==> src/rtl/vram_rect_filler.sv <==
// Rectangle filler: takes one clipped rectangle command and streams one VRAM
// pixel write per clock in raster order, never leaving the visible frame.
//
//  state  | meaning
//  IDLE   | cmd_ready high, waiting for a command
//  CLIP   | one cycle: clip against the frame, seed row/column counters
//  FILL   | one pixel write per cycle in raster order
//  DONE   | one cycle: done pulse, write enable dropped
module vram_rect_filler #(
   parameter int WIDTH  = 640,
   parameter int HEIGHT = 480
) (
   input  logic        vram_clk,
   input  logic        clr,
   input  logic        cmd_valid,
   output logic        cmd_ready,
   input  logic [9:0]  cmd_x,
   input  logic [8:0]  cmd_y,
   input  logic [9:0]  cmd_w,
   input  logic [8:0]  cmd_h,
   input  logic [11:0] cmd_color,
   output logic        we,
   output logic [18:0] addr,
   output logic [11:0] data,
   output logic        busy,
   output logic        done
);

   localparam logic [10:0] W11 = 11'(WIDTH);
   localparam logic [9:0]  H10 = 10'(HEIGHT);
   localparam logic [18:0] W19 = 19'(WIDTH);

   typedef enum logic [1:0] {S_IDLE, S_CLIP, S_FILL, S_DONE} state_t;

   state_t      state;
   logic [9:0]  x_q;
   logic [8:0]  y_q;
   logic [9:0]  w_q;
   logic [8:0]  h_q;
   logic [11:0] color_q;
   logic [10:0] x_end;
   logic [9:0]  y_end;
   logic [9:0]  cx;
   logic [8:0]  cy;
   logic [18:0] row_base;

   logic [10:0] x_sum;
   logic [9:0]  y_sum;
   logic [10:0] cx_nxt;
   logic [9:0]  cy_nxt;
   logic        empty;

   // One bit wider than the operands so the end coordinates never wrap.
   assign x_sum  = {1'b0, x_q} + {1'b0, w_q};
   assign y_sum  = {1'b0, y_q} + {1'b0, h_q};
   assign cx_nxt = {1'b0, cx} + 11'd1;
   assign cy_nxt = {1'b0, cy} + 10'd1;
   assign empty  = (w_q == 10'd0) || (h_q == 9'd0) ||
                   ({1'b0, x_q} >= W11) || ({1'b0, y_q} >= H10);

   always_ff @(posedge vram_clk) begin
      if (clr) begin
         state     <= S_IDLE;
         cmd_ready <= 1'b1;
         busy      <= 1'b0;
         done      <= 1'b0;
         we        <= 1'b0;
         addr      <= '0;
         data      <= '0;
         x_q       <= '0;
         y_q       <= '0;
         w_q       <= '0;
         h_q       <= '0;
         color_q   <= '0;
         x_end     <= '0;
         y_end     <= '0;
         cx        <= '0;
         cy        <= '0;
         row_base  <= '0;
      end else begin
         done <= 1'b0;
         unique case (state)
            S_IDLE: begin
               we <= 1'b0;
               if (cmd_valid) begin
                  x_q       <= cmd_x;
                  y_q       <= cmd_y;
                  w_q       <= cmd_w;
                  h_q       <= cmd_h;
                  color_q   <= cmd_color;
                  cmd_ready <= 1'b0;
                  busy      <= 1'b1;
                  state     <= S_CLIP;
               end
            end
            S_CLIP: begin
               x_end    <= (x_sum > W11) ? W11 : x_sum;
               y_end    <= (y_sum > H10) ? H10 : y_sum;
               cx       <= x_q;
               cy       <= y_q;
               // The only multiply: once per command, never inside the fill loop.
               row_base <= 19'(y_q) * W19;
               state    <= empty ? S_DONE : S_FILL;
            end
            S_FILL: begin
               we   <= 1'b1;
               addr <= row_base + 19'(cx);
               data <= color_q;
               if (cx_nxt < x_end) begin
                  cx <= cx + 10'd1;
               end else if (cy_nxt < y_end) begin
                  cx       <= x_q;
                  cy       <= cy + 9'd1;
                  row_base <= row_base + W19;
               end else begin
                  state <= S_DONE;
               end
            end
            S_DONE: begin
               we        <= 1'b0;
               done      <= 1'b1;
               busy      <= 1'b0;
               cmd_ready <= 1'b1;
               state     <= S_IDLE;
            end
            default: state <= S_IDLE;
         endcase
      end
   end

endmodule
==> config.mk <==
export PLATFORM = sky130hd
export DESIGN_NAME = vram_rect_filler
export DESIGN_NICKNAME = d
export VERILOG_FILES = /design/src/rtl/vram_rect_filler.sv
export SDC_FILE = /design/constraint.sdc
export NUM_CORES = 1
export LEC_CHECK = 0
export CELL_PAD_IN_SITES_DETAIL_PLACEMENT = 1
export CELL_PAD_IN_SITES_GLOBAL_PLACEMENT = 1
export CORE_UTILIZATION = 43
export CTS_CLUSTER_DIAMETER = 80
export DETAILED_ROUTE_END_ITERATION = 10
export HOLD_SLACK_MARGIN = 0.06
export PLACE_DENSITY_LB_ADDON = 0.25
export SYNTH_ARGS = -nofsm -noshare
export SYNTH_HDL_FRONTEND = slang
export SYNTH_SLANG_ARGS = --single-unit
==> constraint.sdc <==
create_clock -name vram_clk -period 3.97 [get_ports vram_clk]
set_input_delay 0.794 -clock vram_clk [delete_from_list [all_inputs] [get_ports vram_clk]]
set_output_delay 0.794 -clock vram_clk [all_outputs]
set_load 0.02 [all_outputs]
Word-level counts from Yosys, hierarchy flattened
Index checks and enable logic that the tools add are counted.
- register bits after elaboration: 146
- latch bits: 0
- memory bits (writable): 0
- ROM bits: 0
- output and inout port bits: 35
- word-level logic and storage cells: 77
- memories: 0
- add/subtract/negate cells: 8
- multiply operators: 1
- divide/modulo/power cells: 0
- order comparisons: 6
- eq/ne operators: 8
- shifts and indexed selects: 0
- mux-type cells: 22
- bitwise gates (word level): 0
- reduce and logical (&&, ||, !) cells: 15
- operators by type and width (cell ; number):
    $mux 19 ; 2
    $pmux 19 s2 ; 1
    $mux 10 ; 3
    $pmux 10 s2 ; 1
    $add 19x10->19 ; 1
    $add 19x10->19 const B ; 1
    $mux 9 ; 2
    $pmux 9 s2 ; 1
    $mul 9x3->12 const B ; 1
    $add 10x1->11 const B ; 1
    $add 10x10->11 ; 1
    $gt 11x10->1 const B ; 1
    $lt 11x11->1 ; 1
    $mux 11 ; 1
    $add 10x1->10 const B ; 1
    $add 9x1->10 const B ; 1
    $add 9x9->10 ; 1
    $ge 10x10->1 const B ; 1
    $gt 10x9->1 const B ; 1
    $logic_not 10->1 ; 1
    $lt 10x10->1 ; 1
    $add 9x1->9 const B ; 1
    $ge 9x9->1 const B ; 1
    $logic_not 9->1 ; 1
    other kinds (14) ; 32

Depth between registers and ports, before layout
Gate-level depths: netlist (run 1).
- depth after elaboration: 6
- mapped depth: 14
- gate-level depth less buffers: 12

Worst setup path before layout (run 1)
OpenSTA, ideal clock, no wires.
- kind: reg-to-reg
- start: register cx[2]
- end: register row_base[10]
- data arrival time: 2938 ps
- required time: 3896 ps
- slack: 958 ps
- stages on the path, launching flop included: 14
- clock period less this slack: 3012 ps
- cells stage by stage: dfxtp_1 -> clkbuf_1 -> and4_1 -> nand2_1 -> nor2_1 -> xor2_1 -> ha_1 -> nand3_1 -> nor3_1 -> a21oi_2 -> or2_2 -> buf_2 -> or4b_1 -> a31oi_1
- cells in the longest elaborated chain, start to end: 4
- RTL lines (item ; RTL line ; source):
    start: declaration ; 43 ; logic [9:0] cx;
    start signal: assignment ; 99 ; cx <= x_q;
    start signal: assignment ; 110 ; cx <= cx + 10'd1;
    start signal: assignment ; 112 ; cx <= x_q;
    $add 10x1->11 ; 56 ; assign cx_nxt = {1'b0, cx} + 11'd1;
    $lt 11x11->1 ; 109 ; if (cx_nxt < x_end) begin
    $ne 2x2->1 (no source line) ; - ;
    $reduce_and 3->1 (no source line) ; - ;
    end signal: assignment ; 102 ; row_base <= 19'(y_q) * W19;
    end signal: assignment ; 114 ; row_base <= row_base + W19;
    end: declaration ; 45 ; logic [18:0] row_base;
Every way passes these cells.
A chain may end at the register's enable or synchronous reset.

Worst setup path in the final report (run 1)
- start: register cy[0]
- end: register row_base[16]
- cells in the longest elaborated chain, start to end: 4
- RTL lines (item ; RTL line ; source):
    start: declaration ; 44 ; logic [8:0] cy;
    start signal: assignment ; 100 ; cy <= y_q;
    start signal: assignment ; 113 ; cy <= cy + 9'd1;
    $add 9x1->10 ; 57 ; assign cy_nxt = {1'b0, cy} + 10'd1;
    $lt 10x10->1 ; 111 ; end else if (cy_nxt < y_end) begin
    $ne 2x2->1 (no source line) ; - ;
    $reduce_and 3->1 (no source line) ; - ;
Every way passes these cells.

==> impl_metrics.ini, run 1 <==
[grt]
grt_usage_pct = 25.35
antenna_found_initial = 0
grt_max_degree = 83
grt_pass1_wl_um = 37110
overflow = 0
grt_pass1_vias = 7322

[clock_network]
cts_buffers = 17
hold_buffers = 0
cts.sinks = 139
cts_resized = 0
clk_latency_ps = 430
clock_path_buffers = 2
cts_tree = built
post-cts-setup-buffers = 0
clk_pin_slew_worst_paths_ps = 60
htree_num_levels = 4
cts_root_buf = clkbuf_16

[drt]
vias = 7277
drt_wl_total_um = 22270
ant_nets = 0
avgViaCountPerCell = 5.699
drc = 0
drt_iter0_drc = 424
drt-pass1-iter-count = 5
wl_per_cell_um = 17.44

[setup_path]
end_kind = register
cp_max_fo = 16
worstSetupPathType = register to register
cp.arrival_ps = 3870
cp-start-kind = register
cp_data_required_time_ps = 4310

[yosys]
synth_edf_count = 0
synth_cell_type_count = 74
ys_ff_latch = 139
synthesis.nets = 1088
synth_area_um2 = 7859
netlist_instances = 968
seq_area_frac_synth_pct = 35.41
ys_warn_count = 0
async_reset_ff_share_pct = 0
avgSynthCellArea_um2 = 8.119
synth_ff_type = dfxtp_1

[placed_design]
dp_hpwl_um = 16020
port_buffers = 87
dpl_cell_area_um2 = 8930
place_ws_ps = 506.4
routabilityCongestion = 0.8240

[floorplan]
initial_core_util_pct = 43.75
std_cell_rows = 49
ios = 88
core_um2 = 17960
die_w_um = 137.2
die_height_um = 137.2
die-area_um2 = 18820

[sta]
final.setup.tns_ps = 0
fmax_ghz = 0.2833
period_share_pct = 88.91
skew_ps = 7.919
slew_headroom_pct = 37.20
tightestPinTransition_ps = 942.0
drv_slew = 0
setup_viol = 0
hold_violations = 0
hold_ws_ps = 453.7
worst_slack_ps = 440.1
min_period_ps = 3530
rsz0062_at_grt = false

[power]
leakagePower_nw = 3.622
p_int_mw = 3.545
power.density_nw_per_um2 = 642.7
ir_worst_vdd_mv = 0.2883
power_frac_clock_pct = 23.9
seqPwrFrac_pct = 32.7
comb_power_share_pct = 43.4
p_sw_share_pct = 41.70
power.switching_mw = 2.535

[hold_path]
hp-class = register to register

[outcome]
status = complete, no violations

[flow_run]
drv_cap = 0

[finish]
final_util_pct = 52.66
n_antenna_cell = 0
drive_above_1_share_pct = 6.202
syn_to_final_growth_pct = 20.38
stdcell_area_um2 = 9460
nets = 1156
==> flip-flops by register name, indices dropped and copies added, names as in the netlist, 2 cells and up <==
name / cells
addr: 19
color_q: 12
cx: 10
cy: 9
data: 12
h_q: 9
row_base: 12
state: 2
w_q: 10
x_end: 11
x_q: 10
y_end: 10
y_q: 9
==> routing by layer <==
metal	routed length, um	global-route usage, %
met1	10420	32.18
met4	422	7.326
met2	10430	42.28
met3	1002	6.365
met5	0	0
==> cells by family after synthesis <==
family	count (synthesis)	share of synthesized area (%)
XOR/XNOR	39	4.346
AO/OA/AOI/OAI	238	20.28
other	1	0.04772
multiplexers	22	2.802
AND/OR/NAND/NOR	370	21.59
buffers and inverters	92	4.569
flip-flops	139	35.41
adder cells (fa/ha/maj)	67	10.95
==> final timing paths <==
path	slack [ps]	endpoint	startpoint	cells after the start
max	440	row_base[16]	cy[0]	12
max reg2reg	440	row_base[16]	cy[0]	12
min	450	x_end[10]	x_end[10]	2
min reg2reg	450	x_end[10]	x_end[10]	2
==> cell usage in the layout, fill, tap and decap left out, drive strengths merged, types with 6 or more instances in the layout <==
master and count:
a21o 8, o31ai 7, ha 64, nor2b 10, xnor2 22, mux2i 22
clkinv 7, and3 8, a21oi 79, or2 6, inv 40, a211oi 31
o21ai 32, nand4 7, o211ai 8, xor2 17, or3 10, nand2 167
nor2 82, clkdlybuf4s50 86, clkbuf 21, nor3 21, a311oi 7, nand3 24
dfxtp 139, buf 16, a31oi 16
==> critical path: stages (launching register included) <==
cell	delay (ps)
dfxtp_1	430
ha_1	260
nand3_1	140
nor2_1	300
nand3_1	140
xnor2_1	150
ha_1	200
nor2_1	110
nand4_1	150
nand4b_1	300
a211o_1	550
or4_1	530
a41oi_1	210
==> stage by stage <==
stage / power, mW / cells
floorplan: 3.762 / 968
global placement: 4.546 / 1246
detailed placement: 4.632 / 1246
CTS: 6.114 / 1277
global route: 6.524 / 1277
finish: 6.080 / 1277
==> synthesized netlist by cell type (7+ instances only) <==
cell type	instances	area share [%]
inv_1	39	1.9
nor2b_1	10	0.80
nor2_1	82	3.9
or3_1	9	0.72
o211ai_1	8	0.76
nand2_1	167	8.0
nand3_1	24	1.5
a311oi_1	7	0.78
and3_1	8	0.64
o21ai_0	30	1.9
buf_2	7	0.45
xor2_1	17	1.9
mux2i_1	22	2.8
a21oi_1	78	5.0
nor3_1	21	1.3
xnor2_1	22	2.5
a21o_1	8	0.76
dfxtp_1	139	35
a31oi_1	16	1.3
nand4_1	7	0.56
clkbuf_1	38	1.8
ha_1	64	10
a211oi_1	28	2.7
==> power by group through the flow <==
stage	Clock, mW	Sequential [mW]	Combinational, mW
6_report	1.45	1.99	2.64
5_1_grt	1.54	2.03	2.95
4_1_cts	1.48	1.98	2.65
3_5_place_dp	0	2.01	2.62
3_3_place_gp	0	2.00	2.55
2_1_floorplan	0	1.96	1.80
==> final cells by class <==
type | count | area, um2
timing repair buffer | 102 | 993.5
clock inverter | 10 | 70.07
multi-input combinational | 737 | 4721
clock buffer | 21 | 460.4
fill | 2164 | 8503
sequential | 139 | 2783
tap | 229 | 286.5
inverter | 39 | 146.4
Note: power is estimated with default switching activity, not from simulation.
==> inputs of run 2 (changes only) <==
--- a/config.mk
+++ b/config.mk
@@ -11,6 +11,7 @@
 export CTS_CLUSTER_DIAMETER = 80
 export DETAILED_ROUTE_END_ITERATION = 10
 export HOLD_SLACK_MARGIN = 0.06
+export MAX_ROUTING_LAYER = met4
 export PLACE_DENSITY_LB_ADDON = 0.25
 export SYNTH_ARGS = -nofsm -noshare
 export SYNTH_HDL_FRONTEND = slang
==> constraint.sdc (replaced) <==
create_clock -name vram_clk -period 3.55 [get_ports vram_clk]
set_input_delay 0.71 -clock vram_clk [delete_from_list [all_inputs] [get_ports vram_clk]]
set_output_delay 0.71 -clock vram_clk [all_outputs]
set_load 0.02 [all_outputs]
==> impl_metrics.ini, run 2 (synthesis gave the netlist of run 1 again) <==
[drt]
vias = 7284
drt-pass1-iter-count = 4
drt_wl_total_um = 22710
wl_per_cell_um = 17.57
drt_iter0_drc = 319
avgViaCountPerCell = 5.638
drc = 0
ant_nets = 0

[placed_design]
port_buffers = 87
dp.cells = 1260
dpl_cell_area_um2 = 9022
dp_hpwl_um = 16550
routabilityCongestion = 0.8823

[clock_network]
clk_pin_slew_worst_paths_ps = 60
cts_buffers = 17
cts_resized = 0
clock_path_buffers = 2
htree_num_levels = 4
hold_buffers = 0
cts_root_buf = clkbuf_16
post-cts-setup-buffers = 0
clk_latency_ps = 430
cts.sinks = 139
cts_tree = built

[sta]
skew_ps = 9.653
rsz0062_at_grt = true
hold_ws_ps = 457.8
fmax_ghz = 0.2984
period_share_pct = 94.39
slew_headroom_pct = 34.30
hold_violations = 0
setup_viol = 0
min_period_ps = 3351
drv_slew = 0
tightestPinTransition_ps = 981.8

[power]
power.density_nw_per_um2 = 738.0
p_int_mw = 4.273
comb_power_share_pct = 42.3
power_frac_clock_pct = 26.7
seqPwrFrac_pct = 31.0
ir_worst_vdd_mv = 0.4863
p_sw_share_pct = 40.04
power.switching_mw = 2.853
leakagePower_nw = 3.734
finalPower_mw = 7.125

[floorplan]
initial_core_util_pct = 43.75
std_cell_rows = 49
die_w_um = 137.2
die_height_um = 137.2
die-area_um2 = 18820
core_um2 = 17960
ios = 88

[outcome]
status = complete, no violations

[setup_path]
critical-path-top-delay-family = simple AND/OR/NAND/NOR gates
worstSetupPathType = register to register
worstRegToRegCells = 12
cp-start-kind = register
regToRegSetupSlack_ps = 200
r2r_start = cy[1]
cp.arrival_ps = 3670
cpMostUsedCell = and3_1
r2r_end = row_base[15]
crit_chain = and3_1 -> and3_1 -> and3_2 -> xor2_1 -> ha_1 -> nand2_1 -> nand4_1 -> nand4b_1 -> a211oi_2 -> buf_4 -> a21oi_1 -> o311ai_0
cp_data_required_time_ps = 3870
crit_path_max_incr_delay_ps = 730
end_kind = register
crit_buf_inv = 1
cp_slowest_cell = a211oi_2
cp_max_fo = 11

[finish]
n_antenna_cell = 0
nets = 1170
final_util_pct = 53.75
mostFrequentLayoutCells = nand2_1, dfxtp_1, clkdlybuf4s50_1
final_common_cell = nand2_1
drive_above_1_share_pct = 7.902
register_area_um2 = 2783
multi_input_area_um2 = 4731
largest_reg_flops = 19
stdcell_area_um2 = 9656
finalNonFillerCells = 1292
fillCellCount = 2149
syn_to_final_growth_pct = 22.86
top_register = addr

[hold_path]
hold_path.startpoint = y_end[2]
hp-class = register to register
whs_path_depth = 2
holdPathEnd = y_end[2]

[flow_run]
drv_cap = 0

[grt]
overflow = 0
antenna_found_initial = 0
grt_pass1_wl_um = 37490
grt_max_degree = 79
grt_usage_pct = 26.42
grt_pass1_vias = 7437
==> run 2: cell type report <==
cell class,instances,share of cell area (%)
clock buffer,19,4.484
clock inverter,13,1.970
inverter,39,1.516
multi-input combinational,737,49.00
sequential,139,28.82
tap,229,2.967
timing repair buffer,116,11.25
==> run 2: metal layers <==
| layer | part of all wire (%) | track usage (%) | wire [um] |
|---|---|---|---|
| met5 | 0 | - | 0 |
| met4 | 1.6 | 9.096 | 366 |
| met3 | 3.7 | 5.408 | 829 |
| met2 | 48 | 43.55 | 10830 |
| met1 | 47 | 32.00 | 10680 |
==> run 2: worst max path at each step <==
stage	from	endpoint	slack [ps]	depth (start not counted)
floorplan	cx[2]	row_base[10]	540	13
global placement	cy[1]	row_base[15]	280	12
detailed placement	cy[1]	cy[4]	160	13
CTS	cy[1]	cy[4]	150	13
global route	cy[1]	row_base[15]	-90	13
finish	cy[1]	row_base[15]	200	12
==> run 2: power groups by stage <==
stage	clock, mW	sequential [mW]	combinational [mW]
3_3_place_gp	0	2.22	2.93
2_1_floorplan	0	2.19	2.02
5_1_grt	2.00	2.26	3.36
6_report	1.90	2.21	3.01
4_1_cts	1.93	2.21	3.03
3_5_place_dp	0	2.24	2.99
==> run 2: worst register-to-register path, delay by kind of cell, from the launching register on <==
family / cells / cell delay, ps
buffers and inverters: 1 / 290
xor gates and xnor gates: 1 / 170
adders and majority gates: 1 / 260
AOI/OAI and AO/OA: 3 / 1070
DFF: 1 / 360
and+or+nand+nor: 6 / 1100
==> run 2: through the flow <==
step / TNS [ps] / setup WS (ps)
3_5_place_dp: 0 / 164.2
6_report: 0 / 199.1
4_1_cts: 0 / 148.1
3_3_place_gp: 0 / 278.1
5_1_grt: -87.66 / -87.66
2_1_floorplan: 0 / 537.5
